--- src/rtl/alu_op_sequencer.sv ---
// Control-side sequencer for the 6502 ALU: accepts one op per valid/ready request, drives the ALU
// enables/operands for SETTLE_CYC cycles, then registers result and masked N/V/Z/C flags.
module alu_op_sequencer #(
  parameter int unsigned SETTLE_CYC = 1
) (
  input  logic       clk,
  input  logic       rst,
  input  logic       req_valid,
  output logic       req_ready,
  input  logic [3:0] req_op,
  input  logic [7:0] req_a,
  input  logic [7:0] req_b,
  input  logic       req_c,
  output logic       SUM_en,
  output logic       AND_en,
  output logic       EOR_en,
  output logic       OR_en,
  output logic       ASL_en,
  output logic       LSR_en,
  output logic       INV_en,
  output logic       ROL_en,
  output logic       ROR_en,
  output logic [7:0] alu_a,
  output logic [7:0] alu_b,
  output logic       alu_cin,
  input  logic [7:0] alu_res,
  input  logic       alu_cout,
  input  logic       alu_ovf,
  output logic       rsp_valid,
  input  logic       rsp_ready,
  output logic [7:0] rsp_res,
  output logic [3:0] rsp_flags,
  output logic [3:0] rsp_mask,
  output logic       rsp_wb,
  output logic       rsp_err
);

  typedef enum logic [1:0] {S_IDLE, S_DRIVE, S_RESP} state_t;
  typedef enum logic [3:0] {
    OP_ADC = 4'd0, OP_SBC = 4'd1, OP_AND = 4'd2, OP_ORA = 4'd3, OP_EOR = 4'd4,
    OP_ASL = 4'd5, OP_LSR = 4'd6, OP_ROL = 4'd7, OP_ROR = 4'd8, OP_CMP = 4'd9,
    OP_BIT = 4'd10, OP_INC = 4'd11, OP_DEC = 4'd12
  } op_t;

  state_t      state_q, state_d;
  logic [3:0]  op_q, op_d;
  logic [7:0]  a_q, a_d, b_q, b_d;
  logic        c_q, c_d;
  logic [3:0]  cnt_q, cnt_d;
  logic [7:0]  res_q, res_d;
  logic [3:0]  flags_q, flags_d, mask_q, mask_d;
  logic        wb_q, wb_d, err_q, err_d;

  // Decoded view of the latched op; order {SUM,AND,EOR,OR,ASL,LSR,INV,ROL,ROR}
  logic [8:0]  dec_en;
  logic [7:0]  dec_b;
  logic        dec_cin, dec_wb, dec_bit;
  logic [3:0]  dec_mask;
  logic [8:0]  en;
  logic        n_f, v_f, z_f, c_f;

  always_comb begin
    dec_en   = '0;
    dec_b    = b_q;
    dec_cin  = 1'b0;
    dec_mask = 4'b0000;
    dec_wb   = 1'b1;
    dec_bit  = 1'b0;
    case (op_q)
      OP_ADC: begin dec_en = 9'b100000000; dec_cin = c_q; dec_mask = 4'b1111; end
      OP_SBC: begin dec_en = 9'b100000100; dec_cin = c_q; dec_mask = 4'b1111; end
      OP_AND: begin dec_en = 9'b010000000; dec_mask = 4'b1010; end
      OP_ORA: begin dec_en = 9'b000100000; dec_mask = 4'b1010; end
      OP_EOR: begin dec_en = 9'b001000000; dec_mask = 4'b1010; end
      OP_ASL: begin dec_en = 9'b000010000; dec_cin = c_q; dec_mask = 4'b1011; end
      OP_LSR: begin dec_en = 9'b000001000; dec_cin = c_q; dec_mask = 4'b1011; end
      OP_ROL: begin dec_en = 9'b000000010; dec_cin = c_q; dec_mask = 4'b1011; end
      OP_ROR: begin dec_en = 9'b000000001; dec_cin = c_q; dec_mask = 4'b1011; end
      OP_CMP: begin dec_en = 9'b100000100; dec_cin = 1'b1; dec_mask = 4'b1011; dec_wb = 1'b0; end
      OP_BIT: begin dec_en = 9'b010000000; dec_mask = 4'b1110; dec_wb = 1'b0; dec_bit = 1'b1; end
      OP_INC: begin dec_en = 9'b100000000; dec_b = 8'h00; dec_cin = 1'b1; dec_mask = 4'b1010; end
      OP_DEC: begin dec_en = 9'b100000000; dec_b = 8'hFF; dec_cin = 1'b0; dec_mask = 4'b1010; end
      default: ;
    endcase
  end

  // BIT takes N/V straight from the memory operand rather than from the ALU
  assign n_f = dec_bit ? b_q[7] : alu_res[7];
  assign v_f = dec_bit ? b_q[6] : alu_ovf;
  assign z_f = (alu_res == 8'h00);
  assign c_f = alu_cout;

  always_comb begin
    state_d   = state_q;
    op_d      = op_q;
    a_d       = a_q;
    b_d       = b_q;
    c_d       = c_q;
    cnt_d     = cnt_q;
    res_d     = res_q;
    flags_d   = flags_q;
    mask_d    = mask_q;
    wb_d      = wb_q;
    err_d     = err_q;
    en        = '0;
    alu_a     = '0;
    alu_b     = '0;
    alu_cin   = 1'b0;
    req_ready = 1'b0;
    rsp_valid = 1'b0;
    case (state_q)
      S_IDLE: begin
        req_ready = 1'b1;
        if (req_valid) begin
          op_d  = req_op;
          a_d   = req_a;
          b_d   = req_b;
          c_d   = req_c;
          cnt_d = '0;
          if (req_op <= OP_DEC) begin
            state_d = S_DRIVE;
          end else begin
            res_d   = '0;
            flags_d = '0;
            mask_d  = '0;
            wb_d    = 1'b0;
            err_d   = 1'b1;
            state_d = S_RESP;
          end
        end
      end
      S_DRIVE: begin
        en      = dec_en;
        alu_a   = a_q;
        alu_b   = dec_b;
        alu_cin = dec_cin;
        if (cnt_q == 4'(SETTLE_CYC - 1)) begin
          res_d   = alu_res;
          flags_d = {n_f, v_f, z_f, c_f} & dec_mask;
          mask_d  = dec_mask;
          wb_d    = dec_wb;
          err_d   = 1'b0;
          cnt_d   = '0;
          state_d = S_RESP;
        end else begin
          cnt_d = cnt_q + 4'd1;
        end
      end
      S_RESP: begin
        rsp_valid = 1'b1;
        if (rsp_ready) state_d = S_IDLE;
      end
      default: state_d = S_IDLE;
    endcase
  end

  assign {SUM_en, AND_en, EOR_en, OR_en, ASL_en, LSR_en, INV_en, ROL_en, ROR_en} = en;
  assign rsp_res   = res_q;
  assign rsp_flags = flags_q;
  assign rsp_mask  = mask_q;
  assign rsp_wb    = wb_q;
  assign rsp_err   = err_q;

  always_ff @(posedge clk) begin
    if (rst) begin
      state_q <= S_IDLE;
      op_q    <= '0;
      a_q     <= '0;
      b_q     <= '0;
      c_q     <= 1'b0;
      cnt_q   <= '0;
      res_q   <= '0;
      flags_q <= '0;
      mask_q  <= '0;
      wb_q    <= 1'b0;
      err_q   <= 1'b0;
    end else begin
      state_q <= state_d;
      op_q    <= op_d;
      a_q     <= a_d;
      b_q     <= b_d;
      c_q     <= c_d;
      cnt_q   <= cnt_d;
      res_q   <= res_d;
      flags_q <= flags_d;
      mask_q  <= mask_d;
      wb_q    <= wb_d;
      err_q   <= err_d;
    end
  end

endmodule
--- config.mk ---
export PLATFORM = sky130hd
export DESIGN_NAME = alu_op_sequencer
export DESIGN_NICKNAME = d
export VERILOG_FILES = /design/src/rtl/alu_op_sequencer.sv
export SDC_FILE = /design/constraint.sdc
export NUM_CORES = 1
export LEC_CHECK = 0
export CAP_MARGIN = 20
export CORE_ASPECT_RATIO = 1.1
export CORE_UTILIZATION = 40
export CTS_CLUSTER_SIZE = 20
export DETAILED_ROUTE_END_ITERATION = 8
export DONT_BUFFER_PORTS = 1
export GPL_ROUTABILITY_DRIVEN = 0
export SLEW_MARGIN = 20
export SYNTH_ARGS = -nofsm -noshare
export SYNTH_HDL_FRONTEND = slang
export SYNTH_SLANG_ARGS = --single-unit
--- constraint.sdc ---
create_clock -name clk -period 3.13 [get_ports clk]
set_input_delay 0.4695 -clock clk [delete_from_list [all_inputs] [get_ports clk]]
set_output_delay 0.4695 -clock clk [all_outputs]
set_load 0.1 [all_outputs]
### Yosys cells after proc, flatten, opt, wreduce, memory -nomap -nowiden

Index checks and enable logic that the tools add are counted.

* flip-flop bits (word level): 45
* latch bits: 0
* RAM bits: 0
* memory bits (read-only): 0
* input bits: 35
* output and inout bits: 46
* memories: 0

* $add $sub $neg: 1
* multiply operators: 0
* divide/modulo/power cells: 0
* $lt $le $gt $ge: 1
* eq/ne operators: 18
* shift-type cells: 0
* multiplexer cells: 40
* bitwise operators: 1
* reductions and logical operators: 18

Operators with widths (number)
* $pmux W9 S9: 1
* $mux W8: 5
* $pmux W8 S2: 2
* $mux W4: 6
* $pmux W4 S2: 3
* $eq A4 B4 Y1 const B: 5
* $eq A4 B3 Y1 const B: 4
* $pmux W4 S4: 1
* $mux W1: 13
* $reduce_or A2 Y1: 5
* $reduce_or A5 Y1: 2
* $mux W9: 1
* $eq A4 B2 Y1 const B: 2
* $logic_not A4 Y1: 2
* $logic_not A8 Y1: 1
* $mux W2: 4
* $ne A2 B2 Y1 const B: 4
* $pmux W1 S2: 3
* $pmux W2 S3: 1
* $reduce_or A6 Y1: 1
* $add A4 B1 Y4 const B: 1
* $and A4 B4 Y4: 1
* $eq A4 B1 Y1 const B: 1
* $le A4 B4 Y1 const B: 1
* other kinds (8): 9

### Logic depth before layout (Yosys ltp)

* depth after elaboration: 6
* gate-level depth with buffers: 9

### Worst setup path before layout

No wires, ideal clock.

* kind: register to output
* start: register state_q[1]
* end: output port OR_en
* arrival time: 3.626 ns
* data required time: 2.660 ns
* slack: -0.965 ns
* cell stages (with the launch flop): 4
* buffers on the path: 1
* path through: dfxtp_1 nand2b_1 clkbuf_1 nor4_1

* longest elaborated chain between the ends: 2

Ends and longest elaborated chain
* start, declared: RTL line 45 `state_t state_q, state_d;`
* start signal, assigned: RTL line 178 `state_q <= state_d;`
* $eq A2 B1 Y1: RTL line 111 `case (state_q)`
* $mux W9: RTL line 111
* end, declared: RTL line 17 `output logic OR_en,`

No other way between the ends.

### Worst setup path after layout

* start: register op_q[3]
* end: output port alu_b[3]

* longest elaborated chain between the ends: 3
* elaborated cells on any way between the ends: 4
* those cells by class: eq/ne: 2; mux: 2

Ends and longest elaborated chain
* start, declared: RTL line 46 `logic [3:0] op_q, op_d;`
* start signal, assigned: RTL line 179 `op_q <= op_d;`
* $eq A4 B4 Y1: RTL line 69 `case (op_q)`
* $pmux W8 S2 *: RTL line 69
* $mux W8 *: RTL line 111
* end, declared: RTL line 24 `output logic [7:0] alu_b,`

Every way passes the cells marked *; elsewhere a longest branch is shown, timed or not.

==> key figures <==
Setup path
  – Critical Path Fanout Max: 11
  – Critical-path cell list: nand2b_1 > o21ai_1 > nor2_2 > buf_12
  – Critical Path AT: ~2.1 ns
  – Reg2reg path depth: 4
  – Reg2reg start: state_q[0]
  – Crit. Startpoint: op_q[3]
  – Crit end category: output pin
  – Crit path kind: reg2out
  – Setup slack, reg-to-reg: 1.00 ns
  – Critical Path Start Type: register
  – Crit Reg-Reg Endpoint: rsp_mask[2]
  – Slowest-stage cell, CP: o21ai_1
  – Critical Path End: alu_b[3]
  – Critical Path RT: ~2.7 ns
  – Slowest stage delay, CP: 0.78 ns

Drt
  – Initial drt markers: approximately 110
  – DR vias: 1,823
  – Total Routed Length: 4930 um
  – Antenna Nets Post-Route: 0
  – Drt pass-1 iters: 4
  – Vias per inst: roughly 5.3
  – Mean routed wirelength per cell: between 10 and 15 um
  – DRC: 0

Floorplan
  – CORE AREA: 4720 um2
  – Die Span X: 69.5 um
  – Num ports: roughly 80
  – Die area: 5300 um2
  – Rows: 26
  – Die height: 76.2 um
  – Initial Util: 42.5%

Logic synthesis
  – Post-Syn Area: 2000 um2
  – Number of synthesized flops with an enable pin: 0
  – Post-Syn Nets: 304
  – Most common flop cell mapped by yosys: dfxtp_1
  – Synth area leader: dfxtp_1
  – Yosys cell types: 38
  – Mapped Cells: between 200 and 300
  – Post-Syn Area per Cell: between 7 and 8 um2
  – Synthesized flop and latch total: 44
  – Largest cells by area after synthesis: dfxtp_1, nand2_1, a21oi_1
  – Synth warnings: 0
  – Async SR Flop Fraction: 0%
  – Top-area cell type share of the netlist area: 43.9%
  – Post-synthesis sequential area ratio: 43.9%

Place
  – DP Area: 2430 um2
  – Post-DP HPWL: 3530 um
  – Number of port buffers: 0
  – Pre-CTS setup slack: 0.825 ns

Clock network
  – Clock Tree Buf Depth: 2
  – Worst skew pair latency: 0.30 ns
  – Post-CTS Hold Fix Bufs: 0
  – Root Driver: clkbuf_8
  – CTS-repair resized insts: 0
  – H-tree depth: 2
  – Clock sinks: 44
  – Clock Pin Slew Worst Setup and Hold Paths: ~0.080 ns
  – Cts bufs inserted: 5
  – CTS tree: done
  – Number of post-CTS setup repair buffers: 0

Pwr
  – Cell internal pwr: between 0.8 and 0.9 mW
  – Comb pwr share: between 10% and 20%
  – Clk pwr share: about 29%
  – Pwr/cell area: 508 nW/um2
  – Sw Share: between 30% and 40%
  – Leak: 0.926 nW
  – VDD IR max: 0.357 mV
  – Seq pwr share: 53.8%
  – Sw Pwr: 0.449 mW

GRT
  – Global route total overflow: 0
  – Largest net degree at the start of global routing: 45
  – First-pass GRT wire length: 8260 um
  – Met1 Usage GRT: 23.8%
  – GR met2 Demand/Resource: 32.2%
  – Gr usage total: 19.3%
  – GRT busiest layer: met2
  – Routing usage on met3: 5.16%
  – Vias in the first global route: between 1,500 and 2,000
  – Initial antenna violation count: 0

STA
  – Setup TNS: 0 ns
  – Unrepaired setup endpoints after global routing: false
  – Worst Setup Slack, final: roughly 0.52 ns
  – Fin. Hold Viols: 0
  – Final period utilization: a little over four fifths
  – Relative slew slack: 31.4%
  – Clock Skews: 0.00623 ns
  – Slew Viols, Final: 0
  – Crit path time final: between 2 and 3 ns
  – F_max: 383 MHz
  – Final Setup Violations: 0
  – Worst Max-Slew Pin Slew: 1.03 ns

Layout
  – Area Overhead vs Synth: 25.9%
  – Final core utilization: 53.5%
  – Commonest non-fill, non-tap cell in the layout: nand2_1
  – NumNets Final: about 320
  – Ant. Diodes: 0
  – Layout cells sized above 1: 22.5%
  – Post-route cell area: 2520 um2
  – Commonest cells after routing, fill and taps aside: nand2_1, dfxtp_1, a21oi_1
  – Filler Cells Inserted: 452

Run status
  – Outcome: finished, final reports clean

Flow run
  – MaxCap Viol Count: 0

Worst hold path
  – Hold crit path type: in2reg
  – HP Start: rst
## flip-flops by register name, indices dropped and copies added (netlist names)
register	flops
cnt_q	4
rsp_err	1
b_q	8
c_q	1
rsp_wb	1
rsp_flags	4
op_q	4
rsp_res	8
state_q	2
rsp_mask	3
a_q	8
## layout make-up
| cell class | count | area [um2] | share of cell area [%] |
|---|---|---|---|
| Inverter | 2 | 7.51 | 0.297 |
| Clock inverter | 2 | 10.0 | 0.397 |
| Multi-Input combinational cell | 201 | 1090 | 43.3 |
| Sequential cell | 44 | 882 | 35.0 |
| Timing Repair Buffer | 30 | 378 | 15.0 |
| Clock buffer | 6 | 82.6 | 3.27 |
| Tap cell | 56 | 70.1 | 2.78 |
## worst min-delay path by stage
| stage | to | slack (ns) | cells past startpoint |
|---|---|---|---|
| after global placement | a_q[0] | 0.43 | 2 |
| after detailed placement | a_q[3] | 0.44 | 2 |
| after floorplan | a_q[0] | 0.43 | 2 |
| final | a_q[6] | 0.24 | 1 |
| after global routing | a_q[6] | 0.22 | 1 |
| after CTS | rsp_mask[1] | 0.22 | 1 |
## per-stage QoR
| stage | hold slack (ns) | total power, mW | instances |
|---|---|---|---|
| floorplan | 0.432 | 0.880 | 267 |
| global placement | 0.432 | 0.927 | 333 |
| detailed placement | 0.437 | 0.930 | 333 |
| CTS | 0.223 | 1.29 | 341 |
| global route | 0.217 | 1.34 | 341 |
| finish | 0.236 | 1.28 | 341 |
## routing by layer
metal  vias to the layer above  part of all wire, %
li1                        922                    -
met1                       847                   45
met2                        47                   48
met3                         7                  5.3
met4                         0                  1.4
met5                         -                    0
## power groups by stage
stage | sequential [mW] | combinational [mW] | clock (mW)
floorplan | 0.688 | 0.192 | 0
global placement | 0.702 | 0.225 | 0
detailed placement | 0.704 | 0.226 | 0
CTS | 0.691 | 0.227 | 0.377
global route | 0.696 | 0.244 | 0.397
finish | 0.691 | 0.225 | 0.367
## cells in the mapped netlist (all sizes together) (2+ instances only)
library cell   n
a22oi          9
nand3          4
or3b           2
buf            6
ha             2
a21oi         36
and2           8
nor2b          4
nor2          42
nand4          2
nand2b         6
a21o           2
clkbuf        14
nor3b          3
inv            2
dfxtp         44
nor3           6
o211ai         2
nand2         56
o21ai          3
nor4           3
## worst max-delay path, delay by kind of cell (launching register included)
| family | cells | cell delay, ns |
|---|---|---|
| AO/OA/AOI/OAI | 1 | 0.78 |
| buffers and inverters | 1 | 0.21 |
| AND/OR/NAND/NOR | 2 | 0.30 |
| flip-flops | 1 | 0.56 |
## cell families after synthesis
logic type,after synthesis,share of synthesized area [%]
flops,44,43.9
compound gates,58,16.9
mux,2,1.06
simple gates,139,31.5
fa+ha+maj,2,1.25
buf+inv,22,5.37
Note: power is estimated with default switching activity, not from simulation.
